$ cat src/rtl/cpu_sequencer.sv
// Multi-cycle control sequencer: fetches a 2-byte instruction over a req/ack byte port,
// then steps the datapath through EX / MEM / WB and counts retired instructions.
module cpu_sequencer #(
    parameter int COUNT_WIDTH = 16
) (
    input  logic                   clk,
    input  logic                   rst_n,
    input  logic                   run,
    input  logic                   mem_ack,
    input  logic [3:0]             ir_op,
    input  logic [1:0]             ir_ra,
    input  logic                   flag_n,
    input  logic                   flag_z,
    output logic                   mem_req,
    output logic [1:0]             mem_sel,
    output logic                   mem_we,
    output logic                   ir0_we,
    output logic                   ir1_we,
    output logic                   pc_we,
    output logic [1:0]             branch_sel,
    output logic                   lr_we,
    output logic [3:0]             rf_we,
    output logic                   wb_sel,
    output logic                   port_sel,
    output logic [3:0]             alu_op,
    output logic                   out_we,
    output logic                   halted,
    output logic [COUNT_WIDTH-1:0] retired
);

    typedef enum logic [2:0] {
        S_IDLE, S_F0, S_F1, S_EX, S_MEM, S_WB, S_HALT
    } state_t;

    state_t                 state_q, state_d;
    logic [COUNT_WIDTH-1:0] retired_q, retired_d;
    logic                   taken;
    logic                   halt_entry;

    always_ff @(posedge clk or negedge rst_n) begin
        if (!rst_n) begin
            state_q   <= S_IDLE;
            retired_q <= '0;
        end else begin
            state_q   <= state_d;
            retired_q <= retired_d;
        end
    end

    always_comb begin
        state_d = state_q;
        case (state_q)
            S_IDLE: if (run) state_d = S_F0;
            S_F0:   if (mem_ack) state_d = S_F1;
            S_F1:   if (mem_ack) state_d = S_EX;
            S_EX: begin
                case (ir_op)
                    4'h9, 4'hA: state_d = S_MEM;
                    4'hF:       state_d = S_HALT;
                    default:    state_d = run ? S_F0 : S_IDLE;
                endcase
            end
            S_MEM: begin
                if (mem_ack) begin
                    if (ir_op == 4'hA) state_d = run ? S_F0 : S_IDLE;
                    else               state_d = S_WB;
                end
            end
            S_WB:    state_d = run ? S_F0 : S_IDLE;
            S_HALT:  state_d = S_HALT;
            default: state_d = S_IDLE;
        endcase
    end

    // Branch condition encoded in ra: always, Z, N, !Z.
    always_comb begin
        taken = 1'b0;
        case (ir_ra)
            2'b00: taken = 1'b1;
            2'b01: taken = flag_z;
            2'b10: taken = flag_n;
            2'b11: taken = !flag_z;
            default: taken = 1'b0;
        endcase
    end

    always_comb begin
        mem_req    = 1'b0;
        mem_sel    = 2'b00;
        mem_we     = 1'b0;
        ir0_we     = 1'b0;
        ir1_we     = 1'b0;
        pc_we      = 1'b0;
        branch_sel = 2'b00;
        lr_we      = 1'b0;
        rf_we      = 4'b0000;
        wb_sel     = 1'b0;
        port_sel   = 1'b0;
        alu_op     = 4'h0;
        out_we     = 1'b0;
        halted     = 1'b0;
        case (state_q)
            S_F0: begin
                mem_req = 1'b1;
                mem_sel = 2'b00;
                ir0_we  = mem_ack;
            end
            S_F1: begin
                mem_req = 1'b1;
                mem_sel = 2'b01;
                ir1_we  = mem_ack;
            end
            S_EX: begin
                case (ir_op)
                    4'h1, 4'h2, 4'h3, 4'h4, 4'h5, 4'h6, 4'h8, 4'hB: begin
                        rf_we    = 4'b0001 << ir_ra;
                        alu_op   = ir_op;
                        port_sel = (ir_op == 4'h6);
                        pc_we    = 1'b1;
                    end
                    4'h7: begin
                        out_we = 1'b1;
                        alu_op = 4'h7;
                        pc_we  = 1'b1;
                    end
                    4'h0: pc_we = 1'b1;
                    4'hC: begin
                        pc_we      = 1'b1;
                        branch_sel = taken ? 2'b01 : 2'b00;
                    end
                    4'hD: begin
                        lr_we      = 1'b1;
                        pc_we      = 1'b1;
                        branch_sel = 2'b01;
                    end
                    4'hE: begin
                        pc_we      = 1'b1;
                        branch_sel = 2'b10;
                    end
                    default: ;
                endcase
            end
            S_MEM: begin
                mem_req = 1'b1;
                mem_sel = 2'b10;
                mem_we  = (ir_op == 4'hA);
                pc_we   = mem_ack && (ir_op == 4'hA);
            end
            S_WB: begin
                rf_we  = 4'b0001 << ir_ra;
                wb_sel = 1'b1;
                pc_we  = 1'b1;
            end
            S_HALT:  halted = 1'b1;
            default: ;
        endcase
    end

    // HALT retires on entry even though it never updates the PC.
    assign halt_entry = (state_q == S_EX) && (ir_op == 4'hF);

    always_comb begin
        retired_d = retired_q;
        if ((pc_we || halt_entry) && (retired_q != {COUNT_WIDTH{1'b1}}))
            retired_d = retired_q + 1'b1;
    end

    assign retired = retired_q;

endmodule
$ cat config.mk
export PLATFORM = sky130hd
export DESIGN_NAME = cpu_sequencer
export DESIGN_NICKNAME = d
export VERILOG_FILES = /design/src/rtl/cpu_sequencer.sv
export SDC_FILE = /design/constraint.sdc
export NUM_CORES = 1
export LEC_CHECK = 0
export BUFFER_PORTS_ARGS = -buffer_cell sky130_fd_sc_hd__buf_4
export CAP_MARGIN = 25
export CORE_MARGIN = 1.5
export CORE_UTILIZATION = 40
export DETAILED_ROUTE_END_ITERATION = 7
export PLACE_DENSITY = 0.64
export SLEW_MARGIN = 20
export SYNTH_ARGS = -nofsm -noshare
export SYNTH_HDL_FRONTEND = slang
export SYNTH_SLANG_ARGS = --single-unit
$ cat constraint.sdc
create_clock -name clk -period 2.9 [get_ports clk]
set_input_delay 0.725 -clock clk [delete_from_list [all_inputs] [get_ports clk]]
set_output_delay 0.725 -clock clk [all_outputs]
set_load 0.005 [all_outputs]
==> reports/metrics.yaml <==
cap_violations: 0
ant_nets: 0
cts-resized-gates: 0
post_cts_buffers: 0
cts_root_buf: "clkbuf_8"
p_leak_nw: 0.798
peakVddDrop_mv: 0.441
synth_nets: 168
syn_to_final_growth_pct: 25.0
hold_ws_ps: 327
clk_latency_ps: 250
arrival_ps: 1870
die_x_um: 64.0
tightest_slew_ps: 410
num_vias: 1287
ios: 50
first_pass_iters: 5
yosys.area.top_type_share: 0.320
critical_path.cell_chain: "buf_4 -> or3_2 -> a21oi_1 -> o21bai_1 -> nor3b_1 -> buf_4"
initial_utilization: 0.432
rr_endpoint: "retired[9]$_DFFE_PN0P_"
coreArea_um2: 3440
synth_edf_count: 0
num_rows: 21
cp-end-kind: "output port"
syn_inst: 155
wl_mm: 3.29
route.detailed.drc: 0
hold_buffers: 0
avgViaCountPerCell: 5.23
synth_xor_area_frac: 0.0942
hp-class: "in2async"
synth_area_leaders: "dfrtp_1 (32%), xor2_1 (7.1%), nor4_4 (4.3%)"
timing.critical_path.mode_cell: "buf_4"
drive_above_1_share: 0.385
clock-sinks: 19
grt_max_degree: 20
grt_pass1_wl_mm: 5.43
synthAdderAreaFrac: 0.00841
port_buffers: 49
layout_min_cycle_time_ps: 2600
drt-initial-drc-count: 65
clk_pin_slew_ps: 70
yosysSeqAreaShare: 0.320
synthMostInstantiatedCell: "dfrtp_1"
crit_slowest_cell: "or3_2"
start_kind: "input port"
place.gp.congestion: 0.783
period_share: 0.895
crit_type: "in2out"
slew_headroom: 0.724
design_area_um2: 1860
synthSimpleGateAreaFrac: 0.351
max_stage_delay_ps: 470
r2r_cells: 7
finalMaxSlewViolations: 0
syn_area_um2: 1490
ys_ff_latch: 19
grt_pass1_vias: 1171
yosys_warnings: 0
cp_top_family: "simple AND/OR/NAND/NOR gates"
synth_flop_cell: "dfrtp_1"
wire_per_inst_um: 13.4
status: "finished clean"
grt.overflow.total: 0
cts_max_level: 1
synth_largest_area_cell: "dfrtp_1"
async_flop_share: 1.00
ctsLongestPathBuffers: 2
synth-compound-area-share: 0.101
muxShareOfSynthArea: 0.0370
grtUsageTotal: 0.167
final_util: 0.540
synth_top_family_by_area: "simple AND/OR/NAND/NOR gates"
postPlaceCellArea_um2: 1810
dieArea_um2: 4090
grt_antenna_before_repair: 0
setup_tns_ps: 0
ys_top_cells_by_count: "dfrtp_1 (19), nand2_1 (16), nor2_1 (15)"
fillers: 313
finalSetupViolCount: 0
tritoncts: "done"
path_buf_inv: 2
skew_ps: 1.12
diodes: 0
crit_fanout: 12
cts_buffers: 3
r2r_slack_ps: 610
power_mw: 1.27
die_height_um: 64.0
dp_hpwl_mm: 2.48
cp.required_ps: 2170
ys_types: 49
fmax_mhz: 385
syn_area_per_cell_um2: 9.60
p_per_area_nw_per_um2: 684
rsz0062_at_grt: "false"
final_nets: 214
r2r-start: "retired[0]$_DFFE_PN0P_"
hold_violations: 0
[sequential cells by signal (all words and copies together), names as in the netlist]
register / flops
state_q: 3
retired: 16
[routing by layer]
layer  share of wire  vias to the layer above  GRT usage
met5               0                        -          0
met4           0.014                        0     0.0652
met3           0.056                        5     0.0282
met2            0.48                       36      0.275
met1            0.45                      600      0.216
li1                -                      646          -
[report_power, final]
part           leakage, nW  total, mW  internal [mW]  switching [mW]
Sequential           0.222      0.493          0.349           0.143
Clock               0.0228      0.182         0.0977          0.0838
Combinational        0.553      0.598          0.322           0.276
[worst max-delay path by stage]
| stage | start | to | cells past startpoint |
|---|---|---|---|
| floorplan | ir_op[1] | rf_we[2] | 5 |
| global placement | ir_op[1] | rf_we[2] | 6 |
| detailed placement | ir_op[1] | rf_we[2] | 6 |
| CTS | ir_op[1] | rf_we[2] | 6 |
| global route | state_q[1]$_DFFE_PN0P_ | rf_we[2] | 5 |
| finish | ir_op[1] | rf_we[2] | 6 |
[metrics by stage]
stage	worst slack (ps)	instances
finish	305	246
global route	135	246
CTS	308	246
detailed placement	315	242
global placement	320	242
floorplan	517	155
[worst register-to-register path, stage by stage (launching register included)]
cell,delay [ps]
dfrtp_1,430
ha_1,210
nand3_2,160
or4_4,630
nor2_4,280
buf_4,230
nor4_1,80
xor2_1,150
[placed cells by master, fill, tap and decap left out, drive strengths merged, types with 2 or more instances in the layout]
| cell | instances |
|---|---|
| dfrtp | 19 |
| nor2 | 16 |
| nand2 | 16 |
| xor2 | 12 |
| inv | 7 |
| and3b | 2 |
| o22ai | 3 |
| o21ai | 5 |
| nor4 | 5 |
| a21oi | 4 |
| buf | 50 |
| nand3 | 6 |
| xnor2 | 4 |
| nand3b | 3 |
| nor3b | 4 |
| mux2 | 4 |
| and3 | 3 |
| nand4 | 3 |
| clkbuf | 4 |
| a41oi | 2 |
| and4bb | 2 |
| nor3 | 9 |
| or4 | 2 |
[layout make-up]
cell class / count / area (µm²) / area share
multi-input cells: 120 / 880 / 0.473
clock buffers: 4 / 45.0 / 0.0242
inverters: 7 / 26.3 / 0.0141
well taps: 46 / 57.6 / 0.0310
flip-flops and latches: 19 / 475 / 0.256
repair buffers: 50 / 375 / 0.202
[cell families (layout without fill, tap and decap cells)]
| family | after synthesis | after routing |
|---|---|---|
| compound gates | 21 | 21 |
| xor+xnor | 16 | 16 |
| fa+ha+maj | 1 | 1 |
| buf+inv | 16 | 61 |
| flops | 19 | 19 |
| mux | 5 | 5 |
| simple gates | 77 | 77 |
Power figures use the tool's default switching activity.
